$ cat src/rtl/se_request_driver.sv
// Host-side request driver for an SE core: FIFO-buffered commands, one outstanding request, latency-tagged responses.
// Optional latency-mismatch detector enabled by defining SE_DRV_LEAK_CHECK_EN.
module se_request_driver #(
  parameter int W       = 128,
  parameter int DEPTH   = 4,
  parameter int CW      = 16,
  parameter int TIMEOUT = 1024
) (
  input  logic          clock,
  input  logic          reset,
  input  logic          io_cmd_valid,
  output logic          io_cmd_ready,
  input  logic [7:0]    io_cmd_inst,
  input  logic [W-1:0]  io_cmd_op1,
  input  logic [W-1:0]  io_cmd_op2,
  input  logic [W-1:0]  io_cmd_cond,
  output logic          io_se_valid,
  input  logic          io_se_ready,
  output logic [7:0]    io_se_inst,
  output logic [W-1:0]  io_se_op1,
  output logic [W-1:0]  io_se_op2,
  output logic [W-1:0]  io_se_cond,
  input  logic [W-1:0]  io_se_result,
  input  logic          io_se_resValid,
  output logic          io_se_resReady,
  output logic          io_rsp_valid,
  input  logic          io_rsp_ready,
  output logic [W-1:0]  io_rsp_result,
  output logic [CW-1:0] io_rsp_latency,
  output logic          io_busy,
  output logic          io_err_timeout,
  output logic [7:0]    io_issued,
  output logic          io_leak
);

  localparam int AW = $clog2(DEPTH);
  localparam int EW = 8 + 3 * W;
  localparam logic [AW:0]   PTR_ONE = {{AW{1'b0}}, 1'b1};
  localparam logic [CW-1:0] CNT_ONE = {{(CW-1){1'b0}}, 1'b1};
  localparam logic [CW-1:0] CNT_MAX = '1;
  localparam logic [CW-1:0] CNT_TO  = CW'(TIMEOUT);

  typedef enum logic [1:0] {IDLE, ISSUE, WAIT, RESP} state_t;

  logic [EW-1:0] fifo_q [DEPTH];
  logic [AW:0]   wr_ptr_q, wr_ptr_d, rd_ptr_q, rd_ptr_d;
  logic          fifo_empty, fifo_full, push, pop;
  logic [EW-1:0] head;

  state_t        state_q;
  logic          se_valid_q, res_ready_q, rsp_valid_q, err_q;
  logic [7:0]    inst_q, issued_q;
  logic [W-1:0]  op1_q, op2_q, cond_q, result_q;
  logic [CW-1:0] cnt_q, cnt_d, lat_q;

`ifdef SE_DRV_LEAK_CHECK_EN
  logic          leak_q, ref_vld_q;
  logic [CW-1:0] ref_lat_q;
`endif

  // Extra pointer bit distinguishes full from empty when the indices match.
  assign fifo_empty = (wr_ptr_q == rd_ptr_q);
  assign fifo_full  = (wr_ptr_q[AW] != rd_ptr_q[AW]) &&
                      (wr_ptr_q[AW-1:0] == rd_ptr_q[AW-1:0]);
  assign push       = io_cmd_valid && !fifo_full;
  assign pop        = (state_q == IDLE) && !fifo_empty;
  assign head       = fifo_q[rd_ptr_q[AW-1:0]];

  always_comb begin
    wr_ptr_d = push ? wr_ptr_q + PTR_ONE : wr_ptr_q;
    rd_ptr_d = pop  ? rd_ptr_q + PTR_ONE : rd_ptr_q;
    cnt_d    = (cnt_q == CNT_MAX) ? cnt_q : cnt_q + CNT_ONE;
  end

  always_ff @(posedge clock) begin
    if (push) fifo_q[wr_ptr_q[AW-1:0]] <= {io_cmd_inst, io_cmd_op1, io_cmd_op2, io_cmd_cond};
  end

  always_ff @(posedge clock or negedge reset) begin
    if (!reset) begin
      wr_ptr_q <= '0;
      rd_ptr_q <= '0;
    end else begin
      wr_ptr_q <= wr_ptr_d;
      rd_ptr_q <= rd_ptr_d;
    end
  end

  always_ff @(posedge clock or negedge reset) begin
    if (!reset) begin
      state_q     <= IDLE;
      se_valid_q  <= 1'b0;
      res_ready_q <= 1'b0;
      rsp_valid_q <= 1'b0;
      err_q       <= 1'b0;
      inst_q      <= '0;
      op1_q       <= '0;
      op2_q       <= '0;
      cond_q      <= '0;
      result_q    <= '0;
      lat_q       <= '0;
      cnt_q       <= '0;
      issued_q    <= '0;
`ifdef SE_DRV_LEAK_CHECK_EN
      leak_q      <= 1'b0;
      ref_vld_q   <= 1'b0;
      ref_lat_q   <= '0;
`endif
    end else begin
      case (state_q)
        IDLE: begin
          if (pop) begin
            {inst_q, op1_q, op2_q, cond_q} <= head;
            se_valid_q <= 1'b1;
            state_q    <= ISSUE;
          end
        end
        ISSUE: begin
          // Counting starts at 1 so the latency equals edges from request to result handshake.
          if (io_se_ready) begin
            se_valid_q  <= 1'b0;
            res_ready_q <= 1'b1;
            issued_q    <= issued_q + 8'd1;
            cnt_q       <= CNT_ONE;
            state_q     <= WAIT;
          end
        end
        WAIT: begin
          if (io_se_resValid) begin
            res_ready_q <= 1'b0;
            result_q    <= io_se_result;
            lat_q       <= cnt_q;
            rsp_valid_q <= 1'b1;
            state_q     <= RESP;
`ifdef SE_DRV_LEAK_CHECK_EN
            if (!ref_vld_q) begin
              ref_vld_q <= 1'b1;
              ref_lat_q <= cnt_q;
            end else if (cnt_q != ref_lat_q) begin
              leak_q <= 1'b1;
            end
`endif
          end else if (cnt_q == CNT_TO) begin
            res_ready_q <= 1'b0;
            err_q       <= 1'b1;
            result_q    <= '0;
            lat_q       <= '1;
            rsp_valid_q <= 1'b1;
            state_q     <= RESP;
          end else begin
            cnt_q <= cnt_d;
          end
        end
        RESP: begin
          if (io_rsp_ready) begin
            rsp_valid_q <= 1'b0;
            state_q     <= IDLE;
          end
        end
        default: state_q <= IDLE;
      endcase
    end
  end

  assign io_cmd_ready   = !fifo_full;
  assign io_se_valid    = se_valid_q;
  assign io_se_inst     = inst_q;
  assign io_se_op1      = op1_q;
  assign io_se_op2      = op2_q;
  assign io_se_cond     = cond_q;
  assign io_se_resReady = res_ready_q;
  assign io_rsp_valid   = rsp_valid_q;
  assign io_rsp_result  = result_q;
  assign io_rsp_latency = lat_q;
  assign io_busy        = (state_q != IDLE) || !fifo_empty;
  assign io_err_timeout = err_q;
  assign io_issued      = issued_q;
`ifdef SE_DRV_LEAK_CHECK_EN
  assign io_leak        = leak_q;
`else
  assign io_leak        = 1'b0;
`endif

endmodule

$ cat config.mk
export PLATFORM = sky130hd
export DESIGN_NAME = se_request_driver
export DESIGN_NICKNAME = d
export VERILOG_FILES = /design/src/rtl/se_request_driver.sv
export SDC_FILE = /design/constraint.sdc
export NUM_CORES = 2
export LEC_CHECK = 0
export ABC_AREA = 1
export CAP_MARGIN = 20
export CORE_MARGIN = 5
export CORE_UTILIZATION = 45
export CTS_BUF_LIST = sky130_fd_sc_hd__clkbuf_2
export CTS_CLUSTER_SIZE = 20
export DETAILED_ROUTE_END_ITERATION = 6
export PLACE_DENSITY = 0.73
export SKIP_LAST_GASP = 1
export SLEW_MARGIN = 10
export SYNTH_ARGS = -nofsm -noshare
export SYNTH_HDL_FRONTEND = slang
export SYNTH_SLANG_ARGS = --single-unit
$ cat constraint.sdc
create_clock -name clock -period 18.5 [get_ports clock]
set_input_delay 2.775 -clock clock [delete_from_list [all_inputs] [get_ports clock]]
set_output_delay 2.775 -clock clock [all_outputs]
set_load 0.01 [all_outputs]
-- Word-level counts from Yosys, hierarchy flattened
Memories as Yosys holds them, arrays and structs flattened. A register that Yosys moved wholly into a read port is not among the register bits.
Cells that the tools add are included.
- bits in registers: 180
- RAM bits: 1568
- bits of input ports: 526
- logic and storage cells: 82
- memories: 1
- $add $sub $neg: 4
- equal/unequal tests: 15
- multiplexer cells: 28
- bitwise operators: 1
- reduce and logical (&&, ||, !) cells: 22
- memories (name ; words ; bits a word ; rd ports ; clocked after Yosys merged registers in ; write ports ; RTL line ; RTL):
    fifo_q ; 4 ; 392 ; 1 ; 1 ; 1 ; 45 ; logic [EW-1:0] fifo_q [DEPTH];
- operators by type and width (cell ; number):
    $mux W128 ; 2
    $mux W16 ; 6
    $pmux W16 S2 ; 1
    $add A16 B1 Y16 const B ; 1
    $eq A16 B11 Y1 const B ; 1
    $eq A16 B16 Y1 const B ; 1
    $ne A2 B2 Y1 const B ; 6
    $reduce_and A3 Y1 ; 4
    $mux W1 ; 10
    $mux W2 ; 5
    $reduce_bool A2 Y1 ; 5
    $add A8 B1 Y8 const B ; 1
    $pmux W2 S4 ; 1
    $add A3 B1 Y3 const B ; 2
    $pmux W1 S2 ; 3
    $reduce_and A2 Y1 ; 3
    $reduce_and A5 Y1 ; 1
    $eq A2 B2 Y1 const B ; 2
    $reduce_and A4 Y1 ; 1
    $eq A3 B3 Y1 ; 1
    $logic_and A1 B1 Y1 ; 3
    $logic_not A1 Y1 ; 3
    $ne A3 B3 Y1 const B ; 1
    $eq A2 B1 Y1 const B ; 1
    other kinds (5) ; 5

-- Logic depth before layout (Yosys ltp)
- depth in word-level cells: 6
- mapped depth: 11

-- Least setup slack after synthesis
No wires, ideal clock.
- path kind: input port to flip-flop
- from: input io_cmd_valid
- to: memory fifo_q[3][0] (netlist name) (enable)
- data arrival time: 19.202 ns
- slack: -1.861 ns
- stages: 2
- buffers on the path: 0
- cell sequence: nand2_1 nor2_1
- longest elaborated chain between the ends: 3
- ends and longest elaborated chain (what ; RTL line ; RTL):
    from (decl) ; 11 ; input logic io_cmd_valid,
    $logic_and A1 B1 Y1 ; 65 ; assign push = io_cmd_valid && !fifo_full;
    $mux W1 ; 76 ; if (push) fifo_q[wr_ptr_q[AW-1:0]] <= {io_cmd_inst, io_cmd_op1, io_cmd_op2, io_cmd_cond};
    $mux W1 (implied by the code) ; 76 ;
    to (decl) ; 45 ;
No other way between the ends.

-- Worst setup path in the final report
- from: register rd_ptr_q[0]
- to: output io_busy
- longest elaborated chain between the ends: 3
- ends and longest elaborated chain (what ; RTL line ; RTL):
    from (decl) ; 46 ; logic [AW:0] wr_ptr_q, wr_ptr_d, rd_ptr_q, rd_ptr_d;
    from (signal assigned) ; 85 ; rd_ptr_q <= rd_ptr_d;
    $eq A3 B3 Y1 ; 62 ; assign fifo_empty = (wr_ptr_q == rd_ptr_q);
    $logic_not A1 Y1 ; 175 ; assign io_busy = (state_q != IDLE) || !fifo_empty;
    $logic_or A1 B1 Y1 ; 175 ;
    to (decl) ; 30 ; output logic io_busy,
No other way between the ends.

==> results.tsv <==
metric	value	unit
status	finished with violations	
violations	max-slew violations	
use_met2	40.60	%
dieArea	185900	µm²
synthCells	6374	
tightest_slew	1625	ps
grtUsageMet1	26.91	%
antenna_left	0	
p_per_area	168.3	nW/µm²
p_clk_share	18.9	%
setup_viol	0	
cts_inserted_buffers	544	
avgSynthCellArea	12.52	µm²
ctsHoldBuffers	0	
finClkSkew	134.2	ps
fin_crit_sh	43.26	%
slew_headroom	-8.313	%
synth_flop_cell	edfxtp_1	
nNetsFinal	8214	
switchingPower	0.006419	W
design_area	97570	µm²
clk_latency	1710	ps
async_reset_ff_share	26.73	%
post_synth_fa_ha_maj_area_fraction	0.2037	%
crit_required	15730	ps
power.total	0.01643	W
grt_pass1_vias	55170	
dpl_worst_slack	11010	ps
post-route-min-period	8002	ps
busiest_layer	met2	
drt_pass1_iterations	7	
overflow	0	
cts_sinks	2140	
place_area	92490	µm²
yosysWarnings	0	
worstSetupStartpointType	flop	
yosysUniqueCellTypes	31	
synth_compound_area_share	8.192	%
seqPwrFrac	44.3	%
stdcell_count	10520	
grtUsageMet3	5.860	%
cp-end-kind	primary output	
worstSetupPathType	flop to primary output	
grt_max_degree	219	
dpl.hpwl	146300	µm
p_leak	37.84	nW
cap_violations	0	
drive_above_1_share	11.56	%
layout_common_cells	nand2_1, edfxtp_1, clkdlybuf4s50_1, nor2_1, clkbuf_2	
muxShareOfSynthArea	0.01411	%
wl	234500	µm
rsz0062_at_grt	false	
internal-power	0.01001	W
rows	154	
routed_via_density	5.287	
place_congestion	0.8626	
combPwrFrac	36.8	%
fmax	0.1250	GHz
drc	0	
cts_max_level	6	
synth_edf_count	1568	
hold_violations	0	
final.setup.worst_slack	10500	ps
final_common_cell	nand2_1	
cts_tree	done	
synth_top_family_by_area	simple AND/OR/NAND/NOR gates	
vias	55620	
synth_area	79830	µm²
cp_data_arrival_time	5230	ps
antenna_found_initial	109	
cp_max_fo	111	
grt_pass1_wl	341200	µm
slew_violations	193	
start_util	45.28	%
clk_pin_slew_worst_paths	100	ps
min_path_type	flop to flop	
fp.dieW	431.2	µm
ir_drop	0.2047	mV
grtUsageTotal	24.31	%
synth_simple_gate_area_share	12.16	%
cts_resized	0	
drtIter0Drc	4741	
dp.cells	9466	
p_sw_share	39.08	%
wl_per_cell	22.29	µm
synth_nets	6913	
ys_seq_elements	2140	
cts_root_buffer	clkbuf_2	
synth_xor_area_share	0.1975	%
die_h	431.2	µm
ys_seq_area_share	76.91	%
io_pins	1077	
area_growth	22.22	%
clk_path_buf_depth	4	
coreArea	176300	µm²
io_buffers	1075	
cts_setup_buffers	0	
-- critical path, cell delays in order, from the launching register on --
cell and delay [ps]:
dfrtp_4 1010, buf_4 730, inv_8 380, nand2_1 170
nand2_1 110, nand4_1 340, clkdlybuf4s50_1 630
-- metal layers --
metal  wire [µm]  share of wire (%)  vias up
met5         192              0.082        -
met2      118700                 51     2403
met1       82280                 35    27280
li1            -                  -    25330
met3       16340                7.0      574
met4       17020                7.3       28
-- cells in the mapped netlist, drive strengths merged, types with 4 or more instances --
cell / instances / area share, %
nor2: 853 / 4.0
inv: 37 / 0.18
xnor2: 5 / 0.055
buf: 166 / 1.1
nand4: 7 / 0.055
clkbuf: 221 / 1.0
edfxtp: 1568 / 59
ha: 13 / 0.20
a21oi: 4 / 0.025
nand2: 1688 / 7.9
o22ai: 392 / 3.1
dfrtp: 572 / 18
nand3: 19 / 0.13
o21ai: 808 / 5.1
xor2: 13 / 0.14
-- area by class of cell --
type / count / area (µm²)
clock buffers: 809 / 4049
repair buffers: 1142 / 11440
multi-input cells: 3810 / 16640
fillers: 14450 / 78740
flip-flops and latches: 2140 / 61410
diodes: 100 / 250.2
inverters: 37 / 168.9
clock inverters: 142 / 694.4
well taps: 2340 / 2928
-- through the flow --
stage                     util (%)  TNS (ps)  hold slack (ps)
after floorplan                  -  -2175480            462.0
after detailed placement     52.46         0            457.0
after global routing         55.32         0            488.4
final                        55.34         0            473.1
after CTS                    55.15         0            478.3
after global placement       52.45         0            453.6
-- flip-flops by register name, indices dropped and copies added, names as in the netlist, 2 cells and up --
register        flops
cnt_q              16
fifo_q           1568
io_issued           8
io_rsp_latency     16
io_rsp_result     128
io_se_cond        128
io_se_inst          8
io_se_op1         128
io_se_op2         128
rd_ptr_q            3
state_q             2
wr_ptr_q            3
-- power groups by stage --
stage	sequential, W	clock [W]	combinational [W]
6_report	0.00727	0.00311	0.00604
5_1_grt	0.00737	0.00346	0.00661
4_1_cts	0.00727	0.00319	0.00607
3_5_place_dp	0.00736	0	0.00605
3_3_place_gp	0.00733	0	0.00592
2_1_floorplan	0.00785	0	0.00308
-- cell families (layout without fill, tap and decap cells) --
logic type / Yosys count / after routing
buffers and inverters: 424 / 2130
other: 1 / 101
flip-flops: 2140 / 2140
adder cells (fa/ha/maj): 13 / 13
multiplexers: 1 / 1
AND/OR/NAND/NOR: 2570 / 2570
XOR/XNOR: 18 / 18
AO/OA/AOI/OAI: 1207 / 1207
-- worst paths after layout --
path                            cells after the start                 to               from  slack [ps]
worst max-delay path                                6            io_busy        rd_ptr_q[0]       10500
worst min-delay path                                2  io_rsp_result[86]  io_rsp_result[86]         470
worst max register to register                     11     fifo_q[1][127]        rd_ptr_q[0]       11700
worst min register to register                      2  io_rsp_result[86]  io_rsp_result[86]         470
max in group asynchronous                           4  io_rsp_result[66]              reset       14810
min in group asynchronous                           1     io_se_op2[117]              reset         960
No activity file was read; power rests on OpenSTA's default activity.
